--- src/rtl/score_hex_display.sv ---
// Score readout: serial double-dabble conversion per game tick, then a
// seven-segment decode with leading-zero blanking and GAME_OVER blink.
module score_hex_display #(
  parameter int BLINK_TICKS = 30,
  parameter bit LZ_BLANK    = 1
) (
  input  logic        clk,
  input  logic        rst,
  input  logic        game_tick,
  input  logic [15:0] score,
  input  logic [2:0]  game_state,
  output logic        busy,
  output logic [6:0]  HEX0,
  output logic [6:0]  HEX1,
  output logic [6:0]  HEX2,
  output logic [6:0]  HEX3
);

  typedef enum logic [1:0] {IDLE, CONVERT, LATCH} state_t;

  localparam logic [15:0] SCORE_MAX  = 16'd9999;
  localparam logic [7:0]  BLINK_LAST = 8'(BLINK_TICKS - 1);
  localparam logic [2:0]  GAME_OVER  = 3'd1;

  state_t state, state_nxt;

  logic [15:0]      bin;
  logic [15:0]      bcd;
  logic [15:0]      bcd_adj;
  logic [31:0]      shifted;
  logic [3:0]       bit_cnt;
  logic [3:0][3:0]  digit;
  logic [7:0]       blink_cnt;
  logic             blank_phase;
  logic [3:0]       lz_off;
  logic [3:0][6:0]  hex;

  function automatic logic [6:0] seg7(input logic [3:0] d);
    case (d)
      4'd0:    seg7 = 7'h40;
      4'd1:    seg7 = 7'h79;
      4'd2:    seg7 = 7'h24;
      4'd3:    seg7 = 7'h30;
      4'd4:    seg7 = 7'h19;
      4'd5:    seg7 = 7'h12;
      4'd6:    seg7 = 7'h02;
      4'd7:    seg7 = 7'h78;
      4'd8:    seg7 = 7'h00;
      4'd9:    seg7 = 7'h10;
      default: seg7 = 7'h7F;
    endcase
  endfunction

  always_ff @(posedge clk or negedge rst) begin
    if (!rst) state <= IDLE;
    else      state <= state_nxt;
  end

  always_comb begin
    state_nxt = state;
    case (state)
      IDLE:    if (game_tick) state_nxt = CONVERT;
      CONVERT: if (bit_cnt == 4'd15) state_nxt = LATCH;
      LATCH:   state_nxt = IDLE;
      default: state_nxt = IDLE;
    endcase
  end

  assign busy = (state != IDLE);

  // add-3 correction on every nibble before the shift
  for (genvar n = 0; n < 4; n++) begin : g_adj
    assign bcd_adj[n*4 +: 4] = (bcd[n*4 +: 4] >= 4'd5) ? bcd[n*4 +: 4] + 4'd3
                                                       : bcd[n*4 +: 4];
  end

  assign shifted = {bcd_adj, bin} << 1;

  always_ff @(posedge clk or negedge rst) begin
    if (!rst) begin
      bin     <= '0;
      bcd     <= '0;
      bit_cnt <= '0;
      digit   <= '0;
    end else begin
      case (state)
        IDLE: if (game_tick) begin
          bin     <= (score > SCORE_MAX) ? SCORE_MAX : score;
          bcd     <= '0;
          bit_cnt <= '0;
        end
        CONVERT: begin
          {bcd, bin} <= shifted;
          bit_cnt    <= bit_cnt + 4'd1;
        end
        LATCH:   digit <= bcd;
        default: ;
      endcase
    end
  end

  always_ff @(posedge clk or negedge rst) begin
    if (!rst) begin
      blink_cnt   <= '0;
      blank_phase <= 1'b0;
    end else if (game_state != GAME_OVER) begin
      blink_cnt   <= '0;
      blank_phase <= 1'b0;
    end else if (game_tick) begin
      if (blink_cnt == BLINK_LAST) begin
        blink_cnt   <= '0;
        blank_phase <= ~blank_phase;
      end else begin
        blink_cnt <= blink_cnt + 8'd1;
      end
    end
  end

  // a digit is blanked only when it and every more significant digit are zero
  assign lz_off[3] = LZ_BLANK && (digit[3] == 4'd0);
  assign lz_off[2] = lz_off[3] && (digit[2] == 4'd0);
  assign lz_off[1] = lz_off[2] && (digit[1] == 4'd0);
  assign lz_off[0] = 1'b0;

  for (genvar n = 0; n < 4; n++) begin : g_seg
    assign hex[n] = (blank_phase || lz_off[n]) ? 7'h7F : seg7(digit[n]);
  end

  assign HEX0 = hex[0];
  assign HEX1 = hex[1];
  assign HEX2 = hex[2];
  assign HEX3 = hex[3];

endmodule

--- config.mk ---
export PLATFORM = sky130hd
export DESIGN_NAME = score_hex_display
export DESIGN_NICKNAME = d
export VERILOG_FILES = /design/src/rtl/score_hex_display.sv
export SDC_FILE = /design/constraint.sdc
export NUM_CORES = 1
export LEC_CHECK = 0
export CAP_MARGIN = 20
export CELL_PAD_IN_SITES_DETAIL_PLACEMENT = 1
export CELL_PAD_IN_SITES_GLOBAL_PLACEMENT = 1
export CORE_ASPECT_RATIO = 1.5
export CORE_MARGIN = 4
export CORE_UTILIZATION = 30
export CTS_CLUSTER_DIAMETER = 60
export DETAILED_ROUTE_END_ITERATION = 8
export DONT_BUFFER_PORTS = 1
export GPL_TIMING_DRIVEN = 0
export PLACE_DENSITY_LB_ADDON = 0.1
export SKIP_LAST_GASP = 1
export SLEW_MARGIN = 15
export SYNTH_ARGS = -nofsm -noshare
export SYNTH_HDL_FRONTEND = slang
export SYNTH_SLANG_ARGS = --single-unit
export TNS_END_PERCENT = 30
--- constraint.sdc ---
create_clock -name clk -period 1.7 [get_ports clk]
set_input_delay 0.17 -clock clk [delete_from_list [all_inputs] [get_ports clk]]
set_output_delay 0.17 -clock clk [all_outputs]
set_load 0.005 [all_outputs]
Word level (Yosys, flattened, before mapping):

Memory sizes are Yosys's and may differ from the RTL's.
Cells that the tools add are included.

* bits in registers: 63
* bits in latches: 0
* bits in writable memories: 0
* ROM bits: 448
* word-level logic and storage cells: 73
* memories kept: 4

* add/sub/neg operators: 6
* multipliers: 0
* divide/modulo/power cells: 0
* $lt $le $gt $ge: 5
* equal/unequal tests: 7
* shift-type cells: 0
* muxes and demuxes: 24
* bitwise operators: 1
* reduce and logical (&&, ||, !) cells: 16

Memories
* (name not given): depth 16, bits a word 7, rd ports 1, clocked after memory_dff 0, wr ports 0, RTL line 39 `case (d)`
* (name not given): depth 16, bits a word 7, rd ports 1, clocked after memory_dff 0, wr ports 0, RTL line 39
* (name not given): depth 16, bits a word 7, rd ports 1, clocked after memory_dff 0, wr ports 0, RTL line 39
* (name not given): depth 16, bits a word 7, rd ports 1, clocked after memory_dff 0, wr ports 0, RTL line 39

Operator list (number)
* $pmux W16 S2: 2
* $mux W16: 3
* $mux W7: 4
* $mux W8: 3
* $ge A4 B3 Y1 const B: 4
* $gt A16 B14 Y1 const B: 1
* $mux W4: 4
* $add A4 B2 Y4 const B: 3
* $logic_not A4 Y1: 3
* $add A8 B1 Y8 const B: 1
* $eq A8 B5 Y1 const B: 1
* $pmux W4 S2: 1
* $reduce_bool A2 Y1: 4
* $reduce_and A2 Y1: 3
* $add A4 B1 Y4 const B: 1
* $eq A4 B4 Y1 const B: 1
* $mux W2: 2
* $ne A2 B2 Y1 const B: 2
* $pmux W2 S2: 1
* $add A3 B2 Y3 const B: 1
* $logic_or A1 B1 Y1: 3
* $mux W1: 3
* $mux W3: 1
* $ne A3 B1 Y1 const B: 1
* 5 further kinds: 6

Logic depth before layout (Yosys ltp):

* depth in word-level cells: 5
* depth in mapped cells: 6
* gate-level depth less buffers: 6

Worst setup path after synthesis:

OpenSTA, ideal clock, no wires.

* path type: flip-flop to output port
* start point: register digit[9] (netlist name)
* end point: output HEX1[0]
* arrival time: 1.574 ns
* data required time: 1.530 ns
* slack: -0.044 ns
* cell stages (with the launch flop): 7
* path buffers: 0
* path through: dfrtp_1 -> inv_1 -> ha_1 -> nand2b_1 -> nor4b_1 -> a211oi_1 -> a21oi_1

* cells in the longest elaborated chain, start to end: 5

Ends and longest elaborated chain
* from (decl): RTL line 32 `logic [3:0][3:0] digit;`
* from (signal assigned): RTL line 84 `digit <= '0;`
* from (signal assigned): RTL line 96 `LATCH: digit <= bcd;`
* $logic_not A4 Y1: RTL line 121 `assign lz_off[2] = lz_off[3] && (digit[2] == 4'd0);`
* $logic_and A1 B1 Y1: RTL line 121
* $logic_and A1 B1 Y1: RTL line 122 `assign lz_off[1] = lz_off[2] && (digit[1] == 4'd0);`
* $logic_or A1 B1 Y1: RTL line 126 `assign hex[n] = (blank_phase || lz_off[n]) ? 7'h7F : seg7(digit[n]);`
* $mux W7: RTL line 126
* to (decl): RTL line 14 `output logic [6:0] HEX1,`

No other way between the ends.

Worst setup path in the final report:

Same ends and word-level chain as after synthesis.

==> flow_metrics.py <==
metrics = {
    "run_status": {
        "status": "finished, violations left",
        "violations": "setup timing",
    },
    "floorplanning": {
        "fp.dieW_microns": 99.3,
        "core_sq_um": 12100,
        "die_area_sq_um": 14400,
        "row_count": 49,
        "io_pins": 51,
        "start_util": 0.309,
        "die_h_microns": 145,
    },
    "setup_path": {
        "start_kind": "flip-flop",
        "end_kind": "output port",
        "critPathKind": "reg2out",
        "slowest_delay_ns": 0.41,
        "crit_fanout": 6,
        "worstPathBufferInverterCount": 2,
        "cp_top_family": "flip-flops",
        "path_cells": "inv_2, ha_4, nand2b_4, nor4b_4, buf_4, a211oi_4, a21oi_1",
        "crit_slowest_cell": "dfrtp_2",
        "crit_arrival_ns": 1.75,
        "critical_path_required_ns": 1.53,
    },
    "finish": {
        "multiInputGateArea_sq_um": 2140,
        "final_layout_size_suffix_gt1_frac": 0.217,
        "seqCellArea_sq_um": 1580,
        "diodes": 0,
        "nets": 493,
        "final_util": 0.382,
        "syn_to_final_growth_pct": 23.6,
        "fill_cells": 1424,
    },
    "clocking": {
        "cts_tree": "done",
        "root_buffer": "clkbuf_16",
        "clock_sinks": 63,
        "cts-htree-levels": 3,
        "cts.clk_slew.worst_paths_ns": 0.05,
        "cts_buffer_depth": 2,
        "clock_latency_ns": 0.34,
        "numCtsBuffers": 9,
    },
    "synth": {
        "synth_nets": 456,
        "synth_seq_area_share": 0.420,
        "yosys.area_share.xor_xnor": 0.0304,
        "synth_top_family_by_area": "compound AO/OA/AOI/OAI gates",
        "synth_top_area_cell": "dfrtp_1",
        "synthMuxAreaShare": 0.0434,
        "synth_top_area_frac": 0.420,
        "synth_cell_types": 43,
        "syn_area_sq_um": 3750,
        "synth_ff_type": "dfrtp_1",
        "yosys_warnings": 0,
        "synth_area_leaders": "dfrtp_1, ha_1, o21ai_0",
        "synth_compound_area_frac": 0.208,
        "yosys.area_share.adder": 0.0967,
        "synth_seq_cells": 63,
        "synth_edf_count": 0,
        "async_reset_ff_frac": 1.00,
        "synth_cells": 405,
        "yosys.area_share.simple": 0.158,
        "avgSynthCellArea_sq_um": 9.26,
    },
    "timing": {
        "final.setup_skew_ns": 0.00348,
        "rsz0062_at_grt": "yes",
        "period_needed_ns": 1.92,
        "fin_ws_ns": -0.217,
        "worst_slew_pin_slew_ns": 1.03,
        "setup_viol": 26,
        "fin_crit_sh": 1.13,
        "max_freq_mhz": 522,
        "finalHoldViolations": 0,
        "slew_headroom": 0.306,
        "drv_slew": 0,
        "fin_setup_tns_ns": -2.51,
    },
    "place": {
        "portBuffers": 0,
        "finalWeightedCongestion": 0.750,
        "hpwl_microns": 6910,
    },
    "pwr": {
        "leakage_nw": 2.02,
        "power_density_nw_per_um2": 2000,
        "ir_drop_v": 0.000812,
    },
    "drt": {
        "dr.pass1.iters": 4,
        "drt-total-wl_microns": 9530,
        "viasPerCell": 5.15,
        "drtAntennaViolNets": 0,
        "first_iter_violations": 60,
        "drc": 0,
        "wire_per_inst_microns": 15.9,
        "vias": 3089,
    },
    "grt": {
        "grt_pass1_wl_microns": 16400,
        "grt_pass1_vias": 3370,
        "antenna_found_initial": 0,
        "gr-total-overflow": 0,
        "grt.total_usage": 0.140,
        "grt_max_degree": 64,
    },
    "flow_run": {
        "maxCapViolations": 0,
    },
    "min_path": {
        "holdCritPathClass": "in2reg",
    },
}
[registers in the layout (all words and copies together) (netlist names)]
signal,flops
digit,16
blank_phase,1
bit_cnt,4
state,2
bin,16
blink_cnt,8
bcd,16
[area by class of cell]
type | instances | share of cell area
Tap cell | 153 | 0.0413
Timing Repair Buffer | 30 | 0.0566
Clock inverter | 5 | 0.0121
Clock buffer | 11 | 0.0545
Buffer | 14 | 0.0132
Sequential cell | 63 | 0.342
Multi-Input combinational cell | 299 | 0.460
Inverter | 25 | 0.0202
[final timing paths]
check	start	endpoint	slack [ns]	depth (start not counted)
setup / recovery	digit[9]$_DFFE_PN0N_	HEX1[0]	-0.22	7
hold / removal	score[9]	bin[9]$_DFFE_PN0P_	0.02	2
setup reg to reg	blink_cnt[5]$_DFFE_PN0P_	blank_phase$_DFFE_PN0P_	-0.07	4
hold reg to reg	bin[0]$_DFFE_PN0P_	bin[0]$_DFFE_PN0P_	0.50	2
max in group asynchronous	rst	digit[15]$_DFFE_PN0N_	1.02	2
min in group asynchronous	rst	bin[1]$_DFFE_PN0P_	0.40	2
[cell usage in the layout, fill, tap and decap left out, types with 8 or more instances in the layout]
cell type / Yosys / routed
buf_4: 0 / 22
nor2_1: 30 / 28
clkbuf_16: 0 / 9
o21ai_0: 41 / 38
inv_1: 25 / 18
a22o_1: 10 / 10
ha_1: 29 / 24
dfrtp_1: 63 / 57
a21oi_1: 26 / 22
mux2_2: 10 / 10
xnor2_1: 8 / 8
nand2_1: 37 / 36
nand2b_1: 12 / 10
[power by group]
group          total, W  internal [W]  switching (W)
registers       0.00249       0.00203       0.000463
logic           0.00491       0.00218        0.00273
clock network   0.00189       0.00121       0.000681
[layer usage]
layer / global-route usage / part of all wire
met1: 0.164 / 0.41
met2: 0.246 / 0.52
met3: 0.0375 / 0.048
met4: 0.0472 / 0.016
met5: 0 / 0
[synth_stat cells (4+ instances only)]
master	count
a21o_1	6
a21oi_1	26
a22o_1	10
a22oi_1	6
a32o_1	4
clkbuf_1	16
dfrtp_1	63
ha_1	29
inv_1	25
mux2_2	10
mux2i_1	5
nand2_1	37
nand2b_1	12
nand4_1	5
nor2_1	30
nor2b_1	5
nor3_1	7
o21ai_0	41
o21bai_1	5
o22ai_1	7
o31ai_1	4
or2_2	4
xnor2_1	8
xor2_1	5
[cell families (layout without fill, tap and decap cells)]
group                    count (synthesis)  count (layout)
AO/OA/AOI/OAI                          123             123
AND/OR/NAND/NOR                        119             119
flip-flops                              63              63
buffers and inverters                   43              85
adder cells (fa/ha/maj)                 29              29
multiplexers                            15              15
XOR/XNOR                                13              13
[worst register-to-register path, stage by stage, from the launching register on]
cell and delay, ns:
dfrtp_1 0.42, or4b_1 0.57, or3_4 0.39, xnor2_1 0.13, and2_1 0.16
[through the flow]
stage               cell area [sq um]  hold WS, ns  setup WS [ns]  cells  total power, W
floorplan                        3760       -0.126         0.0195    405         0.00558
global placement                 3950       -0.124         -0.238    558         0.00648
detailed placement               3950       -0.123         -0.287    558         0.00656
CTS                              4540       0.0114         -0.251    593         0.00925
global route                     4640       0.0260         -0.271    600          0.0101
finish                           4640       0.0196         -0.217    600         0.00929
[repair_timing]
action | CTS | global route
endpoints found under the hold margin | 69 | 0
pin swaps | 7 | 7
setup buffers | 13 | 9
hold buffers | 8 | 0
gates resized for setup | 30 | 22
endpoints found under the setup margin | 56 | 79
Note: power is estimated with default switching activity, not from simulation.
